==> src/rtl/rasterizer_vertex_writer.sv <==
// rasterizer_vertex_writer
// Avalon-MM write master that lays out a vertex buffer in SDRAM for the
// rasterizer vertex fetch. Word 0 at the base holds the triangle count.
// Triangle k's 15 words sit at base + 4 + 60*k.
//
// Handshakes:
//   input side : a record transfers on a rising clock edge where
//                input_valid && input_ready. input_ready is combinational
//                from state and count. It never depends on input_valid.
//   memory side: master_write/address/writedata are registered and held
//                unchanged while master_waitrequest is high. A word is
//                consumed on an edge where master_write && !master_waitrequest.
module rasterizer_vertex_writer #(
  parameter int ADDR_W   = 26,
  parameter int MAX_TRIS = 1024
) (
  input  logic              clock,
  input  logic              reset,
  output logic [ADDR_W-1:0] master_address,
  output logic              master_write,
  output logic              master_read,
  output logic [3:0]        master_byteenable,
  output logic [31:0]       master_writedata,
  input  logic              master_waitrequest,
  input  logic              start,
  input  logic [ADDR_W-1:0] vertex_buffer_base,
  input  logic              input_valid,
  output logic              input_ready,
  input  logic [479:0]      vertex_in,
  input  logic              flush,
  output logic              busy,
  output logic              done_out,
  output logic [31:0]       tri_count,
  output logic [2:0]        dbg_state
);

  typedef enum logic [2:0] {
    S_IDLE   = 3'd0,
    S_ARMED  = 3'd1,
    S_WR_TRI = 3'd2,
    S_WR_CNT = 3'd3,
    S_DONE   = 3'd4
  } state_t;

  state_t            state_q;
  logic [ADDR_W-1:0] base_q;        // word-aligned buffer base (count word)
  logic [ADDR_W-1:0] addr_q;        // address of word 0 of the next triangle
  logic [479:0]      rec_q;         // triangle record being written out
  logic [3:0]        widx_q;        // index of the word currently on the bus
  logic              flush_pend_q;  // flush arrived while a record was in flight

  logic              accept;
  logic [3:0]        widx_nxt;
  logic [31:0]       next_word;
  logic [ADDR_W-1:0] base_aligned;

  assign master_read       = 1'b0;
  assign master_byteenable = 4'b1111;
  assign dbg_state         = state_q;

  assign base_aligned = {vertex_buffer_base[ADDR_W-1:2], 2'b00};
  assign widx_nxt     = widx_q + 4'd1;
  assign next_word    = rec_q[32*widx_nxt +: 32];

  // Accept records only while armed and the buffer still has room.
  always_comb begin
    input_ready = (state_q == S_ARMED) && (tri_count < 32'(MAX_TRIS));
    accept      = input_valid && input_ready;
    busy        = (state_q != S_IDLE) && (state_q != S_DONE);
  end

  // Buffer FSM with registered bus outputs. Bus signals hold under waitrequest.
  always_ff @(posedge clock) begin
    if (reset) begin
      state_q          <= S_IDLE;
      base_q           <= '0;
      addr_q           <= '0;
      rec_q            <= '0;
      widx_q           <= '0;
      flush_pend_q     <= 1'b0;
      master_write     <= 1'b0;
      master_address   <= '0;
      master_writedata <= '0;
      done_out         <= 1'b0;
      tri_count        <= '0;
    end else begin
      case (state_q)
        S_IDLE, S_DONE: begin
          if (start) begin
            base_q       <= base_aligned;
            addr_q       <= base_aligned + ADDR_W'(4);
            tri_count    <= '0;
            done_out     <= 1'b0;
            flush_pend_q <= 1'b0;
            state_q      <= S_ARMED;
          end
        end

        S_ARMED: begin
          if (accept) begin
            rec_q            <= vertex_in;
            widx_q           <= '0;
            flush_pend_q     <= flush;
            master_write     <= 1'b1;
            master_address   <= addr_q;
            master_writedata <= vertex_in[31:0];
            state_q          <= S_WR_TRI;
          end else if (flush) begin
            master_write     <= 1'b1;
            master_address   <= base_q;
            master_writedata <= tri_count;
            state_q          <= S_WR_CNT;
          end
        end

        S_WR_TRI: begin
          if (flush) flush_pend_q <= 1'b1;
          if (!master_waitrequest) begin
            if (widx_q == 4'd14) begin
              tri_count <= tri_count + 32'd1;
              addr_q    <= addr_q + ADDR_W'(60);
              if (flush_pend_q || flush) begin
                master_address   <= base_q;
                master_writedata <= tri_count + 32'd1;
                state_q          <= S_WR_CNT;
              end else begin
                master_write <= 1'b0;
                state_q      <= S_ARMED;
              end
            end else begin
              widx_q           <= widx_nxt;
              master_address   <= master_address + ADDR_W'(4);
              master_writedata <= next_word;
            end
          end
        end

        S_WR_CNT: begin
          if (!master_waitrequest) begin
            master_write <= 1'b0;
            flush_pend_q <= 1'b0;
            done_out     <= 1'b1;
            state_q      <= S_DONE;
          end
        end

        default: state_q <= S_IDLE;
      endcase
    end
  end

endmodule

==> config.mk <==
export PLATFORM = sky130hd
export DESIGN_NAME = rasterizer_vertex_writer
export DESIGN_NICKNAME = d
export VERILOG_FILES = /design/src/rtl/rasterizer_vertex_writer.sv
export SDC_FILE = /design/constraint.sdc
export NUM_CORES = 2
export LEC_CHECK = 0
export CAP_MARGIN = 15
export CORE_ASPECT_RATIO = 1.4
export CORE_MARGIN = 2
export CORE_UTILIZATION = 47
export DETAILED_ROUTE_END_ITERATION = 7
export GPL_TIMING_DRIVEN = 0
export PLACE_DENSITY = 0.77
export SLEW_MARGIN = 20
export SYNTH_ARGS = -nofsm -noshare
export SYNTH_HDL_FRONTEND = slang
export SYNTH_SLANG_ARGS = --single-unit
export TNS_END_PERCENT = 20
==> constraint.sdc <==
create_clock -name clock -period 3 [get_ports clock]
set_input_delay 0.9 -clock clock [delete_from_list [all_inputs] [get_ports clock]]
set_output_delay 0.9 -clock clock [all_outputs]
set_load 0.05 [all_outputs]
==> results.md <==
* Final total power at 29.6 mW
* Clk pin slew, worst setup/hold paths at 0.07 ns
* Largest net degree at the start of global routing at 16
* Num Clock Sinks at 627
* Antenna-violating nets left at 0
* Area grow syn2layout at 34.4%
* Outcome: finished, violations left
* Post-Synth Simple-Gate Area at 24.0%
* Fmax at between 300 and 400 MHz
* Post-synth EDFFs at 0
* Largest family of logic cells by synthesized area: simple AND/OR/NAND/NOR gates
* CP Class: reg2reg
* RSZ-0062 raised after global routing: true
* Die Wd at 215 um
* Register area share after synthesis at a little over two fifths
* Clk Latency, worst-skew pair at 0.66 ns
* Vias/cell at 6.25
* Final HPWL DP at between 100 and 150 mm
* FFs w/ async S/R, synth at 0%
* Failing checks: negative setup slack
* Dpl cells at 5224
* Final Worst Setup Slack at -0.0752 ns
* Initial antenna violation count at 18
* Core Util, Final at 63.6%
* Endpoints failing hold at 0
* Tmin final at 3.08 ns
* CTS hold repair buffers at 0
* Critical path arrival at approximately 3.7 ns
* Core ar. at between 60000 and 70000 sq um
* Crit share post-route at 103%
* Hold endpoint: rec_q[400]
* CTS H-tree depth at 2
* Hold Path Depth at 2
* R2R cell count at 8
* Violation count after the first detailed-route iteration at 4017
* CP Max Fanout at 10
* Wire per inst at 28.9 um
* DIE AREA at 64200 sq um
* Share of layout cells above drive strength 1 at under 10%
* Slew Viols, Final at 0
* Die H at between 200 and 300 um
* First drt pass iteration count at 6
* Hold path startpoint: rec_q[400]
* Setup crit end kind: flip-flop
* Worst reg2reg startpoint: tri_count[29]
* Finish-stage setup viols at 44
* PwrDens at 753 nW/um^2
* RD Place Congestion at around 1.0
* Netlist cell types at 79
* Area fraction in compound gates after synthesis at 19.6%
* Cts bufs inserted at 59
* Total GRT Usage at between 40% and 50%
* Post-Syn Area at 29200 sq um
* Yosys warnings at 0
* Crit path launch type: flip-flop
* Nets at 4982
* I/O Pins at 614
* CTS max path bufs at 3
* Vias in the first global route at roughly 32000
* Design area at roughly 39000 sq um
* Xor and xnor fraction of the mapped netlist area at 1.62%
* Grt total ovfl at 0
* Initial core utilization at 47.3%
* Global-route wire length before repair at 216 mm
* # DRC at 0
* Maximum VDD drop at approximately 0.45 mV
* Setup TNS at -0.763 ns
* Ys flop type: dfxtp_1
* Vias at ~33000
* Yosys reg bits at approximately 630
* CTS tree: done
* Setup slack, reg-to-reg at -0.08 ns
* Post-Synthesis Cells at 3794
* Critical path data required time at ~3.6 ns
* Reg2reg end: rec_q[34]
* Post-synthesis adder-cell area fraction at 0.257%
* Final cell count without fillers at 5353
* Syn_area_per_cell at 7.70 sq um
* CTS Root Cell: clkbuf_16
* Mux share of post-synthesis cell area at 6.22%
* Max transition margin at 16.0%
* IO buf count at roughly 600
* Leakage at roughly 14 nW
* Clk_skew at 0.0228 ns
* Cell Rows at ~110
* Routed WL at 155 mm
* Post-DP Area at 36300 sq um
* Hold Path Class: reg2reg
* Maxcap violations at 0
* Worst-Margin Slew at between 1 and 1.5 ns
==> layout make-up <==
class	count	area, sq um
Sequential cell	627	12600
Antenna cell	15	37.5
Multi-Input combinational cell	2813	15600
Clock buffer	80	1670
Timing Repair Buffer	616	6140
Clock inverter	30	437
Buffer	326	1720
Inverter	21	91.3
Fill cell	5627	22500
Tap cell	825	1030
==> cells by family (layout without fill, tap and decap cells) <==
kind of cell	count (synthesis)	after routing
mux	108	108
flops	627	627
simple gates	1650	1650
buf+inv	357	1073
other cells	2	20
compound gates	990	990
fa+ha+maj	6	6
xor+xnor	54	54
==> sequential cells by signal, indices dropped and copies added (netlist names) <==
register / count
done_out: 1
base_q: 24
dbg_state: 3
master_address: 25
addr_q: 24
widx_q: 4
master_writedata: 32
tri_count: 32
master_write: 1
flush_pend_q: 1
rec_q: 480
==> layer usage <==
layer  vias to the layer above  wire length [um]  global-route usage, %
met1                     15642             50900                   50.4
li1                      14525                 -                      -
met2                      2456             69400                   74.2
met3                       799             17100                   12.1
met4                         8             17500                   43.4
met5                         -                47                      0
==> worst max path at each step <==
stage,start,cells past startpoint,slack [ns],to
global placement,widx_q[0],13,-1.95,master_writedata[23]
detailed placement,widx_q[0],11,-1.94,master_writedata[31]
global route,tri_count[27],5,-0.05,input_ready
finish,tri_count[29],8,-0.08,rec_q[34]
floorplan,widx_q[0],13,0.04,master_writedata[31]
CTS,widx_q[0],12,-0.05,master_writedata[12]
==> timing repair <==
action | CTS | global route
resized for setup | 181 | 71
endpoints found under the setup margin | 609 | 160
setup buffers | 3 | 11
pin swaps | 13 | 11
==> power by group <==
| part | total [mW] | switching, mW | internal (mW) |
|---|---|---|---|
| clock | 8.36 | 3.60 | 4.77 |
| combinational | 10.3 | 6.88 | 3.45 |
| sequential | 10.9 | 1.18 | 9.70 |
| total | 29.6 | 11.7 | 17.9 |
==> per-stage QoR <==
step | setup WS [ns] | hold WS [ns]
2_1_floorplan | 0.0402 | 0.428
3_3_place_gp | -1.95 | 0.435
3_5_place_dp | -1.94 | 0.440
4_1_cts | -0.0484 | 0.449
5_1_grt | -0.0533 | 0.457
6_report | -0.0752 | 0.450
==> worst max-delay path, cell delays in order (launching register included) <==
cell and delay (ns):
dfxtp_1 0.51, nor4_4 0.40, and2_1 0.22, and4_1 0.22, buf_2 0.35, buf_2 0.49, buf_2 0.30, nand2_1 0.28
a21oi_1 0.22
==> placed cells by master, fill, tap and decap left out, types with 30 or more instances in the layout <==
| cell | instances |
|---|---|
| nand4_1 | 34 |
| nand3_1 | 89 |
| buf_2 | 72 |
| clkdlybuf4s50_1 | 590 |
| dfxtp_1 | 617 |
| a211oi_1 | 34 |
| nor2_1 | 120 |
| clkbuf_1 | 166 |
| buf_4 | 43 |
| a21oi_1 | 644 |
| mux4_2 | 58 |
| mux2i_1 | 38 |
| a31oi_1 | 32 |
| clkbuf_16 | 61 |
| nor3_1 | 38 |
| o21ai_0 | 79 |
| clkbuf_2 | 30 |
| nand2_1 | 1194 |
==> synth_stat cells, drive strengths merged, types with 30 or more instances <==
| library cell | n | area (sq um) |
|---|---|---|
| a211oi | 37 | 278 |
| a21oi | 646 | 3230 |
| a31oi | 34 | 213 |
| and3 | 30 | 188 |
| buf | 130 | 701 |
| clkbuf | 206 | 778 |
| dfxtp | 627 | 12600 |
| mux2i | 40 | 400 |
| mux4 | 58 | 1310 |
| nand2 | 1196 | 4490 |
| nand3 | 92 | 465 |
| nand4 | 35 | 225 |
| nor2 | 126 | 475 |
| nor3 | 43 | 225 |
| o21ai | 89 | 445 |
(Power assumes the default switching activity.)
